<file path="config.mk">
export PLATFORM = sky130hd
export DESIGN_NAME = writeback_unit_flat
export DESIGN_NICKNAME = d
export VERILOG_FILES = /design/src/rtl/writeback_unit_if.sv /design/src/rtl/writeback_unit.sv /design/src/flat_wrapper.sv
export SDC_FILE = /design/constraint.sdc
export NUM_CORES = 1
export LEC_CHECK = 0
export ABC_AREA = 1
export BUFFER_PORTS_ARGS = -buffer_cell sky130_fd_sc_hd__buf_2
export CORE_ASPECT_RATIO = 0.8
export CORE_UTILIZATION = 55
export DETAILED_ROUTE_END_ITERATION = 8
export PLACE_DENSITY = 0.76
export SETUP_SLACK_MARGIN = 0.15
export SYNTH_ARGS = -nofsm -noshare
export SYNTH_HDL_FRONTEND = slang
export SYNTH_SLANG_ARGS = --single-unit
</file>
<file path="constraint.sdc">
create_clock -name clk -period 5.63 [get_ports clk]
set_input_delay 0.2815 -clock clk [delete_from_list [all_inputs] [get_ports clk]]
set_output_delay 0.2815 -clock clk [all_outputs]
set_load 0.05 [all_outputs]
</file>
<file path="src/rtl/writeback_unit_if.sv">
// Writeback bus: ALU and load producer handshakes, register-file write port,
// and the decode-side hazard query. The slave modport is the writeback unit's
// view; the master modport is the surrounding pipeline's view.
interface writeback_unit_if #(
  parameter int unsigned WORDSIZE    = 64,
  parameter int unsigned REGADDRSIZE = 5,
  parameter int unsigned DEPTH       = 4
);
  localparam int unsigned CntW = $clog2(DEPTH + 1);

  logic                   alu_valid;
  logic                   alu_ready;
  logic [REGADDRSIZE-1:0] alu_rd;
  logic [WORDSIZE-1:0]    alu_data;

  logic                   mem_valid;
  logic                   mem_ready;
  logic [REGADDRSIZE-1:0] mem_rd;
  logic [WORDSIZE-1:0]    mem_data;

  logic [REGADDRSIZE-1:0] rf_rd;
  logic [WORDSIZE-1:0]    rf_in;
  logic                   rf_wren;

  logic [REGADDRSIZE-1:0] chk_rn;
  logic [REGADDRSIZE-1:0] chk_rm;
  logic                   hazard_n;
  logic                   hazard_m;

  logic [CntW-1:0]        count;

  modport slave (
    input  alu_valid, alu_rd, alu_data,
    input  mem_valid, mem_rd, mem_data,
    input  chk_rn, chk_rm,
    output alu_ready, mem_ready,
    output rf_rd, rf_in, rf_wren,
    output hazard_n, hazard_m,
    output count
  );

  modport master (
    output alu_valid, alu_rd, alu_data,
    output mem_valid, mem_rd, mem_data,
    output chk_rn, chk_rm,
    input  alu_ready, mem_ready,
    input  rf_rd, rf_in, rf_wren,
    input  hazard_n, hazard_m,
    input  count
  );
endinterface

</file>
<file path="src/rtl/writeback_unit.sv">
// Write-side front end of the register file: merges ALU and load results into
// an in-order FIFO, drains one write per cycle, and flags pending writes to
// the two decode read addresses.
module writeback_unit #(
  parameter int unsigned WORDSIZE    = 64,
  parameter int unsigned REGADDRSIZE = 5,
  parameter int unsigned DEPTH       = 4,
  parameter int unsigned XZR         = 31
) (
  input logic             clk,
  input logic             reset,
  writeback_unit_if.slave bus
);
  localparam int unsigned PtrW = $clog2(DEPTH);
  localparam int unsigned CntW = $clog2(DEPTH + 1);
  localparam logic [REGADDRSIZE-1:0] ZeroReg = REGADDRSIZE'(XZR);

  // Entry storage; only valid entries are ever observed, so no reset needed.
  logic [REGADDRSIZE-1:0] rd_q   [DEPTH];
  logic [WORDSIZE-1:0]    data_q [DEPTH];
  logic [DEPTH-1:0]       vld_q;

  logic [PtrW-1:0] head_q, head_d;
  logic [PtrW-1:0] tail_q, tail_d;
  logic [CntW-1:0] count_q, count_d;

  logic [CntW-1:0] free;
  logic            mem_ready, alu_ready;
  logic            mem_enq, alu_enq, deq;
  logic [PtrW-1:0] alu_slot;

  // Acceptance and pointer/count next state. Free space ignores the same-cycle
  // pop, so the buffer never has to forward a write through a full slot.
  always_comb begin
    free      = CntW'(DEPTH) - count_q;
    mem_ready = (free >= CntW'(1));
    alu_ready = bus.mem_valid ? (free >= CntW'(2)) : (free >= CntW'(1));
    // Writes to the zero register complete the handshake but are dropped.
    mem_enq   = bus.mem_valid && mem_ready && (bus.mem_rd != ZeroReg);
    alu_enq   = bus.alu_valid && alu_ready && (bus.alu_rd != ZeroReg);
    deq       = (count_q != '0);
    // Load is older than the ALU result when both arrive together.
    alu_slot  = tail_q + PtrW'(mem_enq);
    tail_d    = tail_q + PtrW'(mem_enq) + PtrW'(alu_enq);
    head_d    = head_q + PtrW'(deq);
    count_d   = count_q + CntW'(mem_enq) + CntW'(alu_enq) - CntW'(deq);
  end

  // Pointer, count and entry-valid state.
  always_ff @(posedge clk or posedge reset) begin
    if (reset) begin
      head_q  <= '0;
      tail_q  <= '0;
      count_q <= '0;
      vld_q   <= '0;
    end else begin
      head_q  <= head_d;
      tail_q  <= tail_d;
      count_q <= count_d;
      // An enqueue slot never coincides with the head being popped.
      if (deq)     vld_q[head_q]   <= 1'b0;
      if (mem_enq) vld_q[tail_q]   <= 1'b1;
      if (alu_enq) vld_q[alu_slot] <= 1'b1;
    end
  end

  // Entry payload capture.
  always_ff @(posedge clk) begin
    if (mem_enq) begin
      rd_q[tail_q]   <= bus.mem_rd;
      data_q[tail_q] <= bus.mem_data;
    end
    if (alu_enq) begin
      rd_q[alu_slot]   <= bus.alu_rd;
      data_q[alu_slot] <= bus.alu_data;
    end
  end

  // Register-file write port driven straight from the head entry.
  always_comb begin
    bus.rf_wren = deq;
    bus.rf_rd   = deq ? rd_q[head_q] : '0;
    bus.rf_in   = deq ? data_q[head_q] : '0;
  end

  // Hazard match over all buffered entries, including the one draining now.
  always_comb begin
    bus.hazard_n = 1'b0;
    bus.hazard_m = 1'b0;
    for (int i = 0; i < DEPTH; i++) begin
      if (vld_q[i] && (rd_q[i] == bus.chk_rn)) bus.hazard_n = 1'b1;
      if (vld_q[i] && (rd_q[i] == bus.chk_rm)) bus.hazard_m = 1'b1;
    end
    if (bus.chk_rn == ZeroReg) bus.hazard_n = 1'b0;
    if (bus.chk_rm == ZeroReg) bus.hazard_m = 1'b0;
  end

  assign bus.mem_ready = mem_ready;
  assign bus.alu_ready = alu_ready;
  assign bus.count     = count_q;
endmodule

</file>
<file path="src/flat_wrapper.sv">
// flat-port wrapper written by rule: the top's interface ports become plain ports
module writeback_unit_flat 
#(
  parameter int unsigned WORDSIZE    = 64,
  parameter int unsigned REGADDRSIZE = 5,
  parameter int unsigned DEPTH       = 4,
  parameter int unsigned XZR         = 31
)
  (clk, reset, bus_alu_valid, bus_alu_rd, bus_alu_data, bus_mem_valid, bus_mem_rd, bus_mem_data, bus_chk_rn, bus_chk_rm, bus_alu_ready, bus_mem_ready, bus_rf_rd, bus_rf_in, bus_rf_wren, bus_hazard_n, bus_hazard_m, bus_count);
  writeback_unit_if #(.WORDSIZE(WORDSIZE), .REGADDRSIZE(REGADDRSIZE), .DEPTH(DEPTH)) bus_i ();
  input logic clk;
  input logic reset;
  input wire logic [$bits(bus_i.alu_valid)-1:0] bus_alu_valid;
  input wire logic [$bits(bus_i.alu_rd)-1:0] bus_alu_rd;
  input wire logic [$bits(bus_i.alu_data)-1:0] bus_alu_data;
  input wire logic [$bits(bus_i.mem_valid)-1:0] bus_mem_valid;
  input wire logic [$bits(bus_i.mem_rd)-1:0] bus_mem_rd;
  input wire logic [$bits(bus_i.mem_data)-1:0] bus_mem_data;
  input wire logic [$bits(bus_i.chk_rn)-1:0] bus_chk_rn;
  input wire logic [$bits(bus_i.chk_rm)-1:0] bus_chk_rm;
  output wire logic [$bits(bus_i.alu_ready)-1:0] bus_alu_ready;
  output wire logic [$bits(bus_i.mem_ready)-1:0] bus_mem_ready;
  output wire logic [$bits(bus_i.rf_rd)-1:0] bus_rf_rd;
  output wire logic [$bits(bus_i.rf_in)-1:0] bus_rf_in;
  output wire logic [$bits(bus_i.rf_wren)-1:0] bus_rf_wren;
  output wire logic [$bits(bus_i.hazard_n)-1:0] bus_hazard_n;
  output wire logic [$bits(bus_i.hazard_m)-1:0] bus_hazard_m;
  output wire logic [$bits(bus_i.count)-1:0] bus_count;
  assign bus_i.alu_valid = bus_alu_valid;
  assign bus_i.alu_rd = bus_alu_rd;
  assign bus_i.alu_data = bus_alu_data;
  assign bus_i.mem_valid = bus_mem_valid;
  assign bus_i.mem_rd = bus_mem_rd;
  assign bus_i.mem_data = bus_mem_data;
  assign bus_i.chk_rn = bus_chk_rn;
  assign bus_i.chk_rm = bus_chk_rm;
  assign bus_alu_ready = bus_i.alu_ready;
  assign bus_mem_ready = bus_i.mem_ready;
  assign bus_rf_rd = bus_i.rf_rd;
  assign bus_rf_in = bus_i.rf_in;
  assign bus_rf_wren = bus_i.rf_wren;
  assign bus_hazard_n = bus_i.hazard_n;
  assign bus_hazard_m = bus_i.hazard_m;
  assign bus_count = bus_i.count;
  writeback_unit #(.WORDSIZE(WORDSIZE), .REGADDRSIZE(REGADDRSIZE), .DEPTH(DEPTH), .XZR(XZR)) u_core (.clk(clk), .reset(reset), .bus(bus_i));
endmodule
</file>
# == Word-level counts from Yosys, hierarchy flattened ==
# Memory sizes are Yosys's and may differ from the RTL's.
# Index checks and enable logic that the tools add are counted.
# op_classes
add_sub_neg,7
n_bitwise,4
eq_ne,12
order_cmp,8
n_div,0
shifts,0
muxes,26
multipliers,0
reduce_logical,16
# ops
op,n
$mux 64,1
$eq 5x5->1,8
$mux 1,18
$logic_and 1x1->1,15
$mux 4,3
$eq 5x5->1 const B,2
$ne 5x5->1 const B,2
$lt 2x3->1 const B,3
$or 4x4->4,2
$add 2x1->2,3
$add 3x1->3,2
$demux 1 s2,3
$ge 2x1->1 const B,3
$mux 5,1
$and 4x4->4,1
$not 4->4,1
$ge 3x1->1 const B,1
$ge 3x2->1 const B,1
$reduce_bool 3->1,1
$sub 3x1->3,1
$sub 3x3->3 const A,1
# totals
latch_bits,0
elab_cells,79
n_memories,2
mem_bits_ro,0
register_bits,11
mem_bits_rw,276
# memory_table
name,depth,width,read_ports,rd_ports_with_merged_regs,write_ports,line_no,source
u_core.data_q,4,64,1,0,2,writeback_unit.sv:20,logic [WORDSIZE-1:0] data_q [DEPTH];
u_core.rd_q,4,5,5,0,2,writeback_unit.sv:19,logic [REGADDRSIZE-1:0] rd_q [DEPTH];

# == Logic depth before layout (Yosys ltp) ==
# Gate-level depths: netlist of the first run.
# logic_depth
ltp_word,11
depth_mapped,16

# == Worst setup path before layout of the first run ==
# No wires, ideal clock.
# synth_timing
kind,reg2reg
start,register u_core.count_q[0] (netlist: u_core.bus.count[0])
end,memory u_core.data_q[0][0] (enable)
stages_incl_launch_ff,16
setup_slack_ps,390
setup_time_ps,429
arrival_ps,4811
path_cell_list,dfrtp_1 inv_1 ha_1 ha_1 inv_1 nor2_1 nand3_1 nand3_1 inv_1 ha_1 xnor2_4 inv_2 nor2_4 nand2_2 buf_2 nand2_1
# synth_lines
item,line_no,source
from (decl),writeback_unit.sv:25,"logic [CntW-1:0] count_q, count_d;"
from (signal assigned),writeback_unit.sv:59,count_q <= count_d;
to (decl),writeback_unit.sv:20,

# == Worst setup path in the final report of the first run ==
# layout_timing
start,register u_core.head_q[1]
end,output bus_rf_in[54]
# layout_between
elab_chain_len,2
# layout_rtl
item,line_no,source
from (decl),writeback_unit.sv:23,"logic [PtrW-1:0] head_q, head_d;"
from (signal assigned),writeback_unit.sv:52,head_q <= '0;
from (signal assigned),writeback_unit.sv:57,head_q <= head_d;
$mem_v2 4x64,--,
$mux 64,writeback_unit.sv:83,bus.rf_in = deq ? data_q[head_q] : '0;
to (decl),flat_wrapper.sv:24,output wire logic [$bits(bus_i.rf_in)-1:0] bus_rf_in;
# Every way passes these cells.

==> results_dict.tcl, run 1 <==
set metrics [dict create \
    status "finished clean" \
    hold_viol_final 0 \
    cts_resized 0 \
    synthCells 1879 \
    portBuffers 228 \
    place_area_mm2 0.0170 \
    synth-seq-cells 287 \
    cts_tree "done" \
    slew_viol_final 0 \
    synth_nets 2041 \
    routed_wl_um 48700 \
    cp_max_fo 97 \
    synthTopCellsByArea "edfxtp_1 52%, nand3_1 17%, nand2_1 16%" \
    stdcell_area_mm2 0.0179 \
    hold_class "input pin to flip-flop" \
    overflow 0 \
    period_minus_slack_ns 3.93 \
    synthToLayoutAreaGrowth_pct 13.0 \
    drt_iter0_markers 1661 \
    rsz0062_at_grt "no" \
    crit-reg2reg-launch "u_core.bus.count[1]" \
    yosysTopAreaCellShare_pct 52.2 \
    num_rows 55 \
    yosys.area_share.adder_pct 0.882 \
    drive_above_1_share_pct 15.2 \
    io_pins 229 \
    drc_errors 0 \
    min_period_over_period_pct 69.7 \
    synth_edf_count 276 \
    synth_compound_area_share_pct 4.19 \
    yosys.area_share.simple_pct 35.2 \
    syn_area_mm2 0.0159 \
    cts_sinks 287 \
    synth_mux_area_share_pct 0 \
    yosysTopAreaCell "edfxtp_1" \
    chipWidth_um 192 \
    cp.required_ns 5.35 \
    yosys_warnings 0 \
    dr.pass1.iters 5 \
    final_core_util_pct 63.3 \
    grt_pass1_vias 13700 \
    dieHeight_um 154 \
    synthXorXnorAreaFrac_pct 0.394 \
    initial_core_util_pct 56.0 \
    async_flop_share_pct 3.83 \
    viasPerCell 6.14 \
    grt_max_degree 104 \
    grt_usage_pct 32.2 \
    yosys.cell_types.count 26 \
    vias 14800 \
    synth_top_family_by_area "simple AND/OR/NAND/NOR gates" \
    cts_root_buffer "clkbuf_16" \
    clock.fmax_mhz 255 \
    holdCritStartpoint "bus_mem_data[51]" \
    start_kind "flip-flop" \
    dp_hpwl_um 27000 \
    cts.clk_slew.worst_paths_ns 0.06 \
    max_slew_margin_pct 23.2 \
    grt_pass1_wl_um 73800 \
    tightest_slew_ns 1.15 \
    numCtsBuffers 30 \
    syn_area_per_cell_um2 8.45 \
    fin_skew_ns 0.0138 \
    final_common_cell "nand2_1" \
    nFillCells 2371 \
    gp_congestion 0.925 \
    h-tree-depth 1 \
    die-area_mm2 0.0296 \
    clkLatencyLatePin_ns 0.55 \
    nNetsFinal 2171 \
    cts_setup_buffers 0 \
    cp.arrival_ns 3.64 \
    fp.coreArea_mm2 0.0284 \
    cts_buffer_depth 3 \
    cp-end-kind "output pin" \
    path_class "flip-flop to output pin" \
    routedWlPerCell_um 20.2 \
    ctsHoldBuffers 1 \
    worstSetupStartpoint "u_core.head_q[1]" \
    setup-tns-final_ns 0 \
    final_cell_mix "672 x nand2_1, 552 x nand3_1, 276 x edfxtp_1" \
    antenna_found_initial 5 \
    maxCapViolations 0 \
    synthFlopType "edfxtp_1" \
    ant_nets 0 \
    setup_violations 0 \
    ys_seq_area_share_pct 53.9 \
]
metal layers:
metal | GRT usage (%) | up-vias | part of all wire (%)
met5 | 0 | - | 0
met4 | 11.0 | 0 | 2.8
met3 | 5.27 | 122 | 11
met2 | 50.9 | 902 | 46
met1 | 45.1 | 6947 | 40
li1 | - | 6800 | -
synth_stat cells, types with 2 or more instances:
master and instances:
nand3_1 552, o21ai_0 10, buf_1 18, ha_1 8, nand2_2 2, nor2_1 52
o22ai_1 8, clkinv_1 2, a41oi_1 64, xnor2_1 2, nor3_1 2, xor2_1 2
inv_1 46, buf_4 8, buf_2 62, edfxtp_1 276, clkbuf_1 65, nor2_4 4
dfrtp_1 11, fa_1 2, nand2_1 678
worst max-delay path, cell delays in order, from the launching register on:
cell	delay, ns
dfrtp_4	0.77
inv_4	0.87
buf_4	0.51
nand3_1	0.16
a41oi_1	0.36
buf_2	0.33
final timing paths:
check	end	slack, ns	cells after the start
max	bus_rf_in[54]	1.70	5
min	u_core.data_q[3][51]	0.04	3
max reg2reg	u_core.data_q[3][13]	1.89	14
min reg2reg	u_core.vld_q[0]	0.59	2
max in group asynchronous	u_core.head_q[0]	4.92	3
min in group asynchronous	u_core.vld_q[0]	0.31	3
cell families after synthesis:
family          count (synthesis)
simple gates                 1292
flops                         287
buf+inv                       202
compound gates                 83
fa+ha+maj                      10
xor+xnor                        5
per-stage QoR:
stage               std cells  setup slack [ns]  hold WS (ns)
floorplan                1879             0.390         0.134
global placement         2346              2.02         0.322
detailed placement       2346              1.92         0.350
CTS                      2401              1.77        0.0301
global route             2404              1.64        0.0370
finish                   2406              1.70        0.0393
layout make-up:
type | instances | area (um2) | area share (%)
diodes | 5 | 12.5 | 0.0697
clock buffers | 38 | 802 | 4.47
clock inverters | 16 | 97.6 | 0.544
inverters | 49 | 189 | 1.05
multi-input cells | 1390 | 6500 | 36.2
flip-flops and latches | 287 | 8570 | 47.8
well taps | 370 | 463 | 2.58
repair buffers | 251 | 1320 | 7.33
registers in the layout (all words and copies together), names as in the netlist:
register,count
u_core.vld_q,4
u_core.rd_q,20
u_core.head_q,2
u_core.data_q,256
u_core.bus.count,3
u_core.tail_q,2
Power of run 1 is not shown: default switching activity piles up to over one toggle a cycle in this logic, so the estimate is an artifact.
==> run 2, diff against run 1 <==
- CORE_UTILIZATION: 55 -> 53
- PLACE_DENSITY: 0.76 -> 0.77
- clock period: 5.63 -> 3.3 ns (I/O delays scaled with it)
==> run 2 against run 1 <==
  * Sequential share of layout area is 4.8 points lower
  * Flip-flop and latch count stayed put
  * Clock skew is 0.0015 ns lower
  * Hold slack worse by 0.0028 ns
  * Critical endpoint is now u_core.data_q[2][4]
  * Global-route usage is 2.0 points higher
  * Wire length is 11% higher
  * Largest cell class unchanged
==> results_dict.tcl, run 2 (synthesized netlist as in run 1, its figures left out) <==
set metrics [dict create \
    status "finished clean" \
    nNetsFinal 2345 \
    top_register "u_core.data_q" \
    biggestRegsByFlops "u_core.data_q: 256 flops, u_core.rd_q: 20 flops, u_core.vld_q: 4 flops" \
    nFillCells 2230 \
    cts_sinks 287 \
    cts_buffer_depth 3 \
    min_period_over_period_pct 93.1 \
    fin_skew_ns 0.0124 \
    viasPerCell 6.12 \
    path_class "flip-flop to flip-flop" \
    numCtsBuffers 30 \
    maxCapViolations 0 \
    clock.fmax_mhz 325 \
    final_common_cell "nand2_1" \
    hold_class "input pin to flip-flop" \
    hold_path_depth 3 \
    setup_ws_ns 0.226 \
    tightest_slew_ns 0.706 \
    drt_iter0_markers 1904 \
    cp.required_ns 3.61 \
    cp-end-kind "flip-flop" \
    drive_above_1_share_pct 16.1 \
    r2r_setup_slack_ns 0.23 \
    overflow 0 \
    start_kind "flip-flop" \
    num_rows 56 \
    dp_hpwl_um 30000 \
    hold_end "u_core.rd_q[1][3]" \
    cp.arrival_ns 3.38 \
    period_minus_slack_ns 3.07 \
    routedWlPerCell_um 20.9 \
    drc_errors 0 \
    cts_root_buffer "clkbuf_16" \
    grt_pass1_wl_um 81900 \
    synthToLayoutAreaGrowth_pct 25.7 \
    final_core_util_pct 68.0 \
    cts.clk_slew.worst_paths_ns 0.06 \
    io_pins 229 \
    portBuffers 228 \
    crit-reg2reg-launch "u_core.bus.count[0]" \
    chipWidth_um 196 \
    die-area_mm2 0.0307 \
    setup_violations 0 \
    setup-tns-final_ns 0 \
    ant_nets 0 \
    clkLatencyLatePin_ns 0.56 \
    dp_slack_ns 0.352 \
    initial_core_util_pct 54.1 \
    final_cell_mix "672 x nand2_1, 550 x nand3_1, 276 x edfxtp_1" \
    dr.pass1.iters 6 \
    dieHeight_um 157 \
    h-tree-depth 1 \
    gp_congestion 0.953 \
    slew_viol_final 0 \
    largest_register_ffs 256 \
    rsz0062_at_grt "no" \
    reg2reg_depth 16 \
    fp.coreArea_mm2 0.0294 \
    vias 15800 \
    max_slew_margin_pct 52.9 \
    holdCritStartpoint "bus_alu_rd[3]" \
    hold_viol_final 0 \
    grt_max_degree 126 \
    r2r-end "u_core.data_q[2][4]" \
    antenna_found_initial 3 \
    grt_pass1_vias 15100 \
    cts_tree "done" \
    grt_usage_pct 34.2 \
    cp_max_fo 5 \
    routed_wl_um 54000 \
]
## run 2: area by class of cell
cell class              instances  area [um2]  share of cell area, %
diodes                          4        10.0                 0.0501
clock buffers                  38         802                   4.02
clock inverters                17         124                  0.620
inverters                      49         191                  0.959
multi-input cells            1390        6620                   33.1
flip-flops and latches        287        8570                   42.9
well taps                     377         472                   2.36
repair buffers                425        3180                   15.9
## run 2: through the flow
stage	hold WS [ns]	std cells	instance area (um2)
final	0.0366	2587	20000
after global routing	0.0368	2584	20000
after CTS	0.0193	2570	19800
after detailed placement	0.210	2378	17500
after global placement	0.203	2378	17500
after floorplan	0.0173	1879	16000
## run 2: worst max-delay path, cell delays in order, from the launching register on
cell,delay [ns]
dfrtp_2,0.39
inv_4,0.07
ha_4,0.16
ha_4,0.25
inv_2,0.03
nor2_4,0.11
nand3_4,0.09
nand3_4,0.10
inv_2,0.07
ha_4,0.17
xnor2_4,0.16
nor2_4,0.21
nand2_4,0.13
buf_12,0.18
nand2_1,0.06
nand2_1,0.06
dlygate4sd3_1,0.56
## run 2: worst max path at each step
stage / from / endpoint / slack (ns)
CTS: u_core.bus.count[1] / u_core.data_q[2][4] / 0.17
floorplan: u_core.bus.count[1] / u_core.data_q[0][0] / 0.10
detailed placement: u_core.bus.count[1] / u_core.data_q[1][21] / 0.35
global route: u_core.bus.count[0] / u_core.data_q[2][4] / 0.13
finish: u_core.bus.count[0] / u_core.data_q[2][4] / 0.23
global placement: u_core.bus.count[1] / u_core.data_q[1][21] / 0.39
## run 2: repair_timing
item,in CTS,in global routing
endpoints found under the setup margin,0,1
hold buffers,137,0
buffers inserted,0,11
resized for setup,0,8
endpoints found under the hold margin,287,0
## run 2: metal layers
layer | global-route usage [%] | vias up | part of all wire (%)
met1 | 45.1 | 7413 | 38
met2 | 57.5 | 1099 | 48
met3 | 5.93 | 140 | 12
li1 | - | 7175 | -
met5 | 0 | - | 0
met4 | 11.6 | 0 | 2.6
Power of run 2 is left out for the same reason.
==> run 3, diff against run 2 <==
- CORE_UTILIZATION: 53 -> 40
- PLACE_DENSITY: 0.77 -> 0.6
==> run 3 against run 2 <==
  * Hold slack improved by 0.14 ns
  * Wire length is 1.2% higher
  * Final cell count increased by 5.0%
  * Core utilization shrank 16 points
  * Global-route usage shrank 7.6 points
  * Non-clock buffer count fell by 21
  * Largest cell class unchanged
  * Critical path type is now flip-flop to output pin
  * Flip-flop and latch count stayed put
  * Final area is 0.76% higher
  * Die area increased by 32%
  * Critical endpoint is now bus_rf_in[14]
  * Count of clock-buffer cells in the layout is 1 lower
==> results_dict.tcl, run 3 (synthesized netlist as in run 1, its figures left out) <==
set metrics [dict create \
    status "finished clean" \
    path_class "flip-flop to output pin" \
    nFillCells 3563 \
    fin_skew_ns 0.0120 \
    portBuffers 228 \
    cp.arrival_ns 2.88 \
    die-area_mm2 0.0405 \
    fp.coreArea_mm2 0.0387 \
    clkLatencyLatePin_ns 0.57 \
    viasPerCell 5.57 \
    setup_violations 0 \
    final_cells 2716 \
    slew_viol_final 0 \
    grt_max_degree 117 \
    initial_core_util_pct 41.1 \
    nNetsFinal 2325 \
    grt_usage_pct 26.7 \
    dp_hpwl_um 30300 \
    cts_tree "done" \
    hold_class "input pin to asynchronous set/reset pin" \
    h-tree-depth 1 \
    period_minus_slack_ns 3.04 \
    final_common_cell "nand2_1" \
    cts_sinks 287 \
    hold_viol_final 0 \
    dr.pass1.iters 6 \
    tightest_slew_ns 1.16 \
    largest_register_ffs 256 \
    biggestRegsByFlops "u_core.data_q: 256 flops, u_core.rd_q: 20 flops, u_core.vld_q: 4 flops" \
    drive_above_1_share_pct 16.0 \
    chipWidth_um 225 \
    final_cell_mix "672 x nand2_1, 550 x nand3_1, 276 x edfxtp_1" \
    stdcell_area_mm2 0.0201 \
    num_rows 64 \
    timing.hold.ws_ns 0.179 \
    synthToLayoutAreaGrowth_pct 26.7 \
    vias 15100 \
    ant_nets 0 \
    gp_congestion 0.888 \
    grt_pass1_wl_um 84600 \
    cp.required_ns 3.13 \
    routed_wl_um 54700 \
    grt_pass1_vias 14700 \
    clock.fmax_mhz 329 \
    overflow 0 \
    io_pins 229 \
    setup-tns-final_ns 0 \
    numCtsBuffers 31 \
    antenna_found_initial 1 \
    rsz0062_at_grt "no" \
    dieHeight_um 180 \
    cts.clk_slew.worst_paths_ns 0.06 \
    cts_setup_buffers 0 \
    start_kind "flip-flop" \
    maxCapViolations 0 \
    cp_max_fo 73 \
    place_area_mm2 0.0177 \
    min_period_over_period_pct 92.2 \
    cts_root_buffer "clkbuf_16" \
    dp.cells 2519 \
    cp-end-kind "output pin" \
    routedWlPerCell_um 20.1 \
    cts_resized 0 \
    cts_buffer_depth 3 \
    drt_iter0_markers 1691 \
    drc_errors 0 \
    max_slew_margin_pct 22.5 \
    top_register "u_core.data_q" \
]
-- run 3: metrics by stage --
stage / utilization [%] / setup WS, ns
3_3_place_gp: 45.7 / 0.395
5_1_grt: 52.0 / 0.181
2_1_floorplan: - / 0.104
4_1_cts: 52.0 / 0.320
3_5_place_dp: 45.7 / 0.339
6_report: 52.0 / 0.259
-- run 3: layer usage --
| layer | wire length (um) | vias to the layer above | track usage, % | part of all wire (%) |
|---|---|---|---|---|
| met4 | 885 | 0 | 5.20 | 1.6 |
| li1 | - | 7115 | - | - |
| met3 | 4740 | 73 | 3.13 | 8.7 |
| met1 | 22700 | 7155 | 36.9 | 41 |
| met5 | 0 | - | 0 | 0 |
| met2 | 26400 | 794 | 45.1 | 48 |
-- run 3: timing repair --
item | CTS | global route
endpoints found under the hold margin | 287 | 0
hold buffers | 139 | 0
endpoints found under the setup margin | 0 | 0
-- run 3: cell type report --
class | instances | area (um2) | area share [%]
repair buffers | 404 | 3040 | 15.1
flip-flops and latches | 287 | 8570 | 42.6
diodes | 1 | 2.50 | 0.0124
multi-input cells | 1390 | 6610 | 32.9
clock inverters | 20 | 205 | 1.02
inverters | 49 | 191 | 0.951
clock buffers | 37 | 838 | 4.17
well taps | 528 | 661 | 3.28
-- run 3: path summary, 6_finish.rpt --
kind	slack [ns]	endpoint	cells past startpoint	from
worst min register to register	0.60	u_core.vld_q[3]	2	u_core.vld_q[3]
min in group clk	0.25	u_core.vld_q[1]	5	bus_mem_valid
worst max-delay path	0.26	bus_rf_in[14]	6	u_core.bus.count[0]
worst min-delay path	0.18	u_core.bus.count[2]	3	reset
worst max register to register	0.34	u_core.data_q[0][33]	15	u_core.bus.count[1]
max in group asynchronous	2.72	u_core.head_q[1]	3	reset
-- run 3: critical path, cell delays in order (launching register included) --
cell and delay, ns:
dfrtp_2 0.43, inv_4 0.12, ha_4 0.15, ha_4 0.12
buf_4 0.85, a41oi_1 0.27, buf_2 0.32
Power of run 3 is left out for the same reason.
